<file path="src/rtl/add_issue_pkg.sv">
// Shared types and default sizing for the adder operand issue stage.
package add_issue_pkg;

    localparam int ADD_ISSUE_WIDTH_DEFAULT = 4;
    localparam int ADD_ISSUE_DEPTH_DEFAULT = 4;

    typedef struct packed {
        logic [ADD_ISSUE_WIDTH_DEFAULT-1:0] a;
        logic [ADD_ISSUE_WIDTH_DEFAULT-1:0] b;
    } operand_pair_t;

endpackage

</file>
<file path="src/rtl/add_adder.sv">
// Combinational adder; SUM_W selects whether the carry bit is produced.
module add_adder #(
    parameter int WIDTH = 4,
    parameter int SUM_W = WIDTH
) (
    input  logic [WIDTH-1:0] a,
    input  logic [WIDTH-1:0] b,
    output logic [SUM_W-1:0] sum
);

    assign sum = SUM_W'(a) + SUM_W'(b);

endmodule

</file>
<file path="src/rtl/add_operand_fifo.sv">
// Operand-pair FIFO: storage, wrapping pointers and an occupancy counter
// that alone decides full/empty.
module add_operand_fifo
    import add_issue_pkg::*;
#(
    parameter int WIDTH = ADD_ISSUE_WIDTH_DEFAULT,
    parameter int DEPTH = ADD_ISSUE_DEPTH_DEFAULT
) (
    input  logic                         clk,
    input  logic                         rst,
    input  logic                         flush,
    input  logic                         push,
    input  logic                         pop,
    input  logic [2*WIDTH-1:0]           wr_data,
    output logic [2*WIDTH-1:0]           rd_data,
    output logic [$clog2(DEPTH+1)-1:0]   count,
    output logic                         full,
    output logic                         empty
);

    localparam int PW = $clog2(DEPTH);
    localparam int CW = $clog2(DEPTH+1);

    logic [2*WIDTH-1:0] mem [DEPTH];
    logic [PW-1:0]      wr_ptr;
    logic [PW-1:0]      rd_ptr;

    assign full    = (count == CW'(DEPTH));
    assign empty   = (count == '0);
    assign rd_data = mem[rd_ptr];

    // Storage carries no reset; only pointers and count define validity.
    always_ff @(posedge clk) begin
        if (push && !flush) begin
            mem[wr_ptr] <= wr_data;
        end
    end

    always_ff @(posedge clk or posedge rst) begin
        if (rst) begin
            wr_ptr <= '0;
            rd_ptr <= '0;
            count  <= '0;
        end else if (flush) begin
            wr_ptr <= '0;
            rd_ptr <= '0;
            count  <= '0;
        end else begin
            if (push) begin
                wr_ptr <= wr_ptr + PW'(1);
            end
            if (pop) begin
                rd_ptr <= rd_ptr + PW'(1);
            end
            count <= count + CW'(push) - CW'(pop);
        end
    end

endmodule

</file>
<file path="src/rtl/add_issue_stage.sv">
// Operand issue stage: FIFO-buffered operand pairs feed an adder whose sum is
// registered behind a valid/ready output. Option: ADD_ISSUE_STAGE_CARRY_OUT_EN adds out_carry.
module add_issue_stage
    import add_issue_pkg::*;
#(
    parameter int WIDTH = ADD_ISSUE_WIDTH_DEFAULT,
    parameter int DEPTH = ADD_ISSUE_DEPTH_DEFAULT
) (
    input  logic                         clk,
    input  logic                         rst,
    input  logic                         flush,
    input  logic                         in_valid,
    output logic                         in_ready,
    input  logic [WIDTH-1:0]             in_a,
    input  logic [WIDTH-1:0]             in_b,
    output logic                         out_valid,
    input  logic                         out_ready,
    output logic [WIDTH-1:0]             out_sum,
    output logic [$clog2(DEPTH+1)-1:0]   count
`ifdef ADD_ISSUE_STAGE_CARRY_OUT_EN
    ,
    output logic                         out_carry
`endif
);

    // Handshake: a transfer happens on a rising edge where valid and ready
    // are both high; valid never waits on ready, and ready here depends only
    // on registered occupancy.

`ifdef ADD_ISSUE_STAGE_CARRY_OUT_EN
    localparam int SUM_W = WIDTH + 1;
`else
    localparam int SUM_W = WIDTH;
`endif

    typedef struct packed {
        logic [WIDTH-1:0] a;
        logic [WIDTH-1:0] b;
    } pair_t;

    pair_t            wr_pair;
    pair_t            head_pair;
    logic             fifo_full;
    logic             fifo_empty;
    logic             push;
    logic             load;
    logic [SUM_W-1:0] sum;

    assign wr_pair.a = in_a;
    assign wr_pair.b = in_b;

    assign in_ready = !fifo_full;
    assign push     = in_valid && in_ready && !flush;
    // Refill the output register when it is empty or being consumed this cycle.
    assign load     = (!out_valid || out_ready) && !fifo_empty && !flush;

    add_operand_fifo #(
        .WIDTH (WIDTH),
        .DEPTH (DEPTH)
    ) u_fifo (
        .clk     (clk),
        .rst     (rst),
        .flush   (flush),
        .push    (push),
        .pop     (load),
        .wr_data (wr_pair),
        .rd_data (head_pair),
        .count   (count),
        .full    (fifo_full),
        .empty   (fifo_empty)
    );

    add_adder #(
        .WIDTH (WIDTH),
        .SUM_W (SUM_W)
    ) u_adder (
        .a   (head_pair.a),
        .b   (head_pair.b),
        .sum (sum)
    );

    always_ff @(posedge clk or posedge rst) begin
        if (rst) begin
            out_valid <= 1'b0;
            out_sum   <= '0;
        end else if (flush) begin
            out_valid <= 1'b0;
        end else if (load) begin
            out_valid <= 1'b1;
            out_sum   <= sum[WIDTH-1:0];
        end else if (out_valid && out_ready) begin
            out_valid <= 1'b0;
        end
    end

`ifdef ADD_ISSUE_STAGE_CARRY_OUT_EN
    always_ff @(posedge clk or posedge rst) begin
        if (rst) begin
            out_carry <= 1'b0;
        end else if (load) begin
            out_carry <= sum[WIDTH];
        end
    end
`endif

endmodule

</file>
<file path="config.mk">
export PLATFORM = sky130hd
export DESIGN_NAME = add_issue_stage
export DESIGN_NICKNAME = d
export VERILOG_FILES = /design/src/rtl/add_issue_pkg.sv /design/src/rtl/add_adder.sv /design/src/rtl/add_operand_fifo.sv /design/src/rtl/add_issue_stage.sv
export SDC_FILE = /design/constraint.sdc
export NUM_CORES = 1
export LEC_CHECK = 0
export ABC_AREA = 1
export BUFFER_PORTS_ARGS = -buffer_cell sky130_fd_sc_hd__buf_2
export CAP_MARGIN = 30
export CORE_MARGIN = 3
export CORE_UTILIZATION = 35
export DETAILED_ROUTE_END_ITERATION = 10
export PLACE_DENSITY = 0.63
export SYNTH_ARGS = -nofsm -noshare
export SYNTH_HDL_FRONTEND = slang
export SYNTH_SLANG_ARGS = --single-unit
</file>
<file path="constraint.sdc">
create_clock -name clk -period 5.1 [get_ports clk]
set_input_delay 0.255 -clock clk [delete_from_list [all_inputs] [get_ports clk]]
set_output_delay 0.255 -clock clk [all_outputs]
set_load 0.05 [all_outputs]
</file>
=== Word level (Yosys, flattened, before mapping) ===
Memories as Yosys holds them, arrays and structs flattened.
Index checks and enable logic that the tools add are counted.

* Flip-flop bits (word level): 12
* Latch bits: 0
* RAM bits: 32
* ROM bits: 0
* Input port bits: 13
* Word-level logic and storage cells: 39
* Memories kept: 1

{| class="wikitable"
|+ Memory list
! name !! words !! width !! read ports !! clocked after memory_dff !! write ports !! line !! source
|-
| u_fifo.mem || 4 || 8 || 1 || 0 || 1 || add_operand_fifo.sv:24 || <nowiki>logic [2*WIDTH-1:0] mem [DEPTH];</nowiki>
|}

* Add/subtract/negate cells: 5
* $mul: 0
* Divide/modulo/power cells: 0
* Order comparisons: 0
* Equal/unequal tests: 1
* Shift operators: 0
* Muxes and demuxes: 10
* Bitwise gates (word level): 1
* Reduce and logical (&&, ||, !) cells: 16

{| class="wikitable"
|+ Operators by type and width
! operator !! number
|-
| $mux 2 || 4
|-
| $logic_and 1x1->1 || 6
|-
| $mux 1 || 5
|-
| $add 2x1->2 const B || 2
|-
| $add 4x4->4 || 1
|-
| $logic_not 1->1 || 4
|-
| $reduce_bool 2->1 || 2
|-
| $add 3x1->3 || 1
|-
| $eq 3x3->1 const B || 1
|-
| $logic_not 3->1 || 1
|-
| $mux 3 || 1
|-
| $reduce_bool 3->1 || 1
|-
| $sub 3x1->3 || 1
|-
| $reduce_and 2->1 || 1
|-
| $logic_or 1x1->1 || 1
|-
| $not 1->1 || 1
|}

=== Depth between registers and ports, before layout ===
* Word-level depth: 7
* Mapped depth: 15

=== Hierarchy ===
From an unflattened synthesis, not the netlist that was laid out.

* Cells, all modules: 193
* Area, all modules: 2104.5 um^2

{| class="wikitable"
|+ Modules (own cells, without submodules)
! module !! instances !! cells an instance !! area each (um^2)
|-
| add_operand_fifo || 1 || 147 || 1745.4
|-
| add_issue_stage || 1 || 27 || 236.5
|-
| add_adder || 1 || 19 || 122.6
|}

=== Least setup slack after synthesis ===
OpenSTA, ideal clock, no wires.

* Kind: register to register
* Start: register u_fifo.count[1]
* End: register u_fifo.count[2]
* Data arrival time: 2322 ps
* Required time: 4982 ps
* Setup slack: 2660 ps
* Stages on the path, launching flop included: 10
* Clock period less this slack: 2440 ps
* Path through: dfrtp_1 > inv_1 > nand3_1 > nand3_1 > inv_1 > ha_1 > inv_1 > fa_1 > xor2_1 > nor2_1

* Word-level cells in the longest chain between the ends: 7

{| class="wikitable"
|+ RTL lines
! item !! line !! source
|-
| start: declaration || add_operand_fifo.sv:16 || <nowiki>output logic [$clog2(DEPTH+1)-1:0] count,</nowiki>
|-
| start signal: assignment || add_operand_fifo.sv:55 || <nowiki>count <= count + CW'(push) - CW'(pop);</nowiki>
|-
| $eq 3x3->1 || add_operand_fifo.sv:28 || <nowiki>assign full = (count == CW'(DEPTH));</nowiki>
|-
| $logic_not 1->1 || add_issue_stage.sv:52 || <nowiki>assign in_ready = !fifo_full;</nowiki>
|-
| net in_ready || add_issue_stage.sv:13 || <nowiki>output logic in_ready,</nowiki>
|-
| $logic_and 1x1->1 (2 in a row) || add_issue_stage.sv:53 || <nowiki>assign push = in_valid && in_ready && !flush;</nowiki>
|-
| $add 3x1->3 || add_operand_fifo.sv:55 ||
|-
| $sub 3x1->3 || add_operand_fifo.sv:55 ||
|-
| $mux 3 || add_operand_fifo.sv:44 || <nowiki>end else if (flush) begin</nowiki>
|}

The timed path passes the listed nets, and every way through them passes these cells.
A chain may end at the register's enable or synchronous reset.

=== Final worst setup path ===
* Start: register u_fifo.rd_ptr[0]
* End: register out_sum[3]

* Word-level cells in the longest chain between the ends: 2

{| class="wikitable"
|+ RTL lines
! item !! line !! source
|-
| start: declaration || add_operand_fifo.sv:26 || <nowiki>logic [PW-1:0] rd_ptr;</nowiki>
|-
| start signal: assignment || add_operand_fifo.sv:53 || <nowiki>rd_ptr <= rd_ptr + PW'(1);</nowiki>
|-
| $mem_v2 4x8 || n/a ||
|-
| $add 4x4->4 || add_adder.sv:11 || <nowiki>assign sum = SUM_W'(a) + SUM_W'(b);</nowiki>
|-
| end signal: assignment || add_issue_stage.sv:90 || <nowiki>out_sum <= sum[WIDTH-1:0];</nowiki>
|-
| end: declaration || add_issue_stage.sv:18 || <nowiki>output logic [WIDTH-1:0] out_sum,</nowiki>
|}

No other way between the ends.

==> impl_metrics.tcl <==
set metrics [dict create \
    period_needed_ns 2.27 \
    cp_max_fo 18 \
    r2r_slack_ns 2.83 \
    die_y_microns 82.0 \
    yosysUniqueCellTypes 25 \
    grt_max_degree 19 \
    io_pins 22 \
    cts_buffers 5 \
    finalMaxSlewViolations 0 \
    initial_core_util_pct 36.5 \
    p_sw_share_pct 41.4 \
    clockRootBuffer "clkbuf_8" \
    netSwitchingPower_uw 541 \
    postCtsSetupBuffers 0 \
    grt_pass1_wl_microns 5340 \
    crit_required_ns 5.28 \
    fin_nets 231 \
    critPathKind "flop to flop" \
    drv_cap 0 \
    viasPerCell 4.45 \
    port_buffers 21 \
    setup_viol 0 \
    worstMarginPinSlew_ns 0.857 \
    synth.avg_cell_area_sq_um 11.0 \
    comb_power_share_pct 43.1 \
    clk_path_buf_depth 2 \
    area_delta_synth_final_pct 13.0 \
    startpoint_type "flop" \
    leakage_nw 0.983 \
    p_clk_share_pct 19.4 \
    gp_congestion 0.774 \
    grt_overflow 0 \
    drt_first_pass_iters 4 \
    end_kind "flop" \
    critPathArrivalTime_ns 2.46 \
    yosysSeqAreaShare_pct 62.4 \
    hold_violations 0 \
    fin_area_sq_mm 0.00228 \
    drt_iter0_drc 43 \
    die_x_microns 82.0 \
    min_path_cells 1 \
    p_int_uw 765 \
    place_hpwl_microns 2410 \
    fp-row-count 27 \
    cts.clk_slew.worst_paths_ns 0.08 \
    power_frac_seq_pct 37.5 \
    grt_setup_unrepaired "no" \
    syn_area_sq_mm 0.00202 \
    dieArea_sq_mm 0.00672 \
    hold_buffers 1 \
    antenna_found_initial 0 \
    yosysWarnings 0 \
    ir_worst_vdd_v 0.000207 \
    cts_tree "done" \
    cts_sinks 44 \
    status "finished, final reports clean" \
    post_drt_wl_per_cell_microns 12.4 \
    post_cts_resize_count 0 \
    slew_headroom_pct 42.6 \
    clk_latency_ns 0.29 \
    antenna_cells 0 \
    tns_ns 0 \
    ys_ff_latch 44 \
    postPlaceCellArea_sq_mm 0.00217 \
    grt_pass1_vias 1126 \
    grt_use_total_pct 11.2 \
    syn_inst 183 \
    reg2regPathDepth 12 \
    layout-drive-gt1-share_pct 16.3 \
    ant_nets 0 \
    finalCritPeriodShare_pct 44.6 \
    drc 0 \
    vias 1247 \
    skew_ns 0.00801 \
    p_per_area_mw_per_mm2 572 \
    wirelength_microns 3460 \
    syn_nets 207 \
    cts_max_level 2 \
    fmax_ghz 0.440 \
    p_total_mw 1.31 \
    holdCritPathClass "input pin to flop" \
    core_area_sq_mm 0.00554 \
]
## kinds of logic after synthesis
kind of cell	share of synthesized area, %
adders and majority gates	7.55
and+or+nand+nor	14.7
AOI/OAI and AO/OA	6.93
xor gates and xnor gates	0.867
DFF	62.4
buffers and inverters	7.49
## through the flow
step                hold slack [ns]  cells  util [%]  worst slack [ns]
floorplan                     0.120    183         -              2.66
global placement              0.294    271      39.1              2.94
detailed placement            0.302    271      39.1              2.86
CTS                           0.168    280      41.2              2.81
global route                  0.160    280      41.2              2.62
finish                        0.178    280      41.2              2.83
## layout by cell type (no fill, tap or decap), types with 4 or more instances in the layout
cell	Yosys	layout
o22ai_1	4	4
buf_2	0	21
inv_1	23	23
nand2_1	39	39
dfrtp_1	12	12
clkbuf_8	0	5
nand3_1	8	8
a21oi_1	4	4
nor2_1	18	18
edfxtp_1	32	32
ha_1	9	9
o21ai_0	13	13
## power by group through the flow
stage | clock network, mW | logic [mW] | registers (mW)
final | 0.253 | 0.562 | 0.490
after global routing | 0.274 | 0.630 | 0.499
after CTS | 0.262 | 0.571 | 0.492
after detailed placement | 0 | 0.567 | 0.499
after global placement | 0 | 0.560 | 0.497
after floorplan | 0 | 0.399 | 0.569
## state kept, by name, indices dropped and copies added (netlist names)
| name | cells |
|---|---|
| u_fifo.mem | 32 |
| out_sum | 4 |
| u_fifo.count | 3 |
| u_fifo.rd_ptr | 2 |
| u_fifo.wr_ptr | 2 |
| out_valid | 1 |
## metal layers
layer / up-vias / global-route usage, % / part of all wire, %
met3: 4 / 3.84 / 4.0
met2: 17 / 18.0 / 47
li1: 648 / - / -
met4: 0 / 6.15 / 1.6
met5: - / 0 / 0
met1: 578 / 13.2 / 47
## path summary, 6_finish.rpt
check,startpoint,end
worst max-delay path,u_fifo.rd_ptr[0],out_sum[3]
worst min-delay path,in_a[3],u_fifo.mem[2][7]
worst max register to register,u_fifo.rd_ptr[0],out_sum[3]
worst min register to register,out_sum[2],out_sum[2]
max in group asynchronous,rst,u_fifo.wr_ptr[1]
min in group asynchronous,rst,out_sum[0]
## worst max-delay path: stages (launching register included)
cell and delay, ns:
dfrtp_1 0.77, inv_6 0.15, o21ai_0 0.20, o22ai_1 0.09
ha_1 0.35, nand2_1 0.08, nand2_1 0.05, nor2_1 0.14
nand3_1 0.11, nand2_1 0.08, nand2_1 0.05, nand3_1 0.06
nand2_1 0.05
## Yosys cell counts
| cell type | instances | area share, % |
|---|---|---|
| nand2_4 | 1 | 0.56 |
| fa_1 | 2 | 2.0 |
| nor2_4 | 1 | 0.56 |
| dfrtp_1 | 12 | 15 |
| nor3_1 | 1 | 0.25 |
| o21a_1 | 1 | 0.37 |
| inv_6 | 1 | 0.43 |
| o22ai_1 | 4 | 1.2 |
| nor2_1 | 18 | 3.3 |
| buf_6 | 3 | 1.7 |
| edfxtp_1 | 32 | 48 |
| buf_4 | 2 | 0.74 |
| o21ai_0 | 13 | 3.2 |
| o21ai_1 | 1 | 0.25 |
| xnor2_1 | 1 | 0.43 |
| nand2_1 | 39 | 7.2 |
| xor2_1 | 1 | 0.43 |
| a32oi_1 | 2 | 0.87 |
| nand3_1 | 8 | 2.0 |
| ha_1 | 9 | 5.6 |
| nand3_2 | 1 | 0.50 |
| inv_1 | 23 | 4.3 |
| a21oi_1 | 4 | 0.99 |
| nor2_2 | 1 | 0.31 |
| inv_2 | 2 | 0.37 |
## final cells by class
type                    instances  area [sq um]
fillers                       550          3260
flip-flops and latches         44          1260
multi-input cells             108           608
repair buffers                 22           115
inverters                      26           103
well taps                      72          90.1
clock buffers                   5          68.8
clock inverters                 3          37.5
Note: power is estimated with default switching activity, not from simulation.
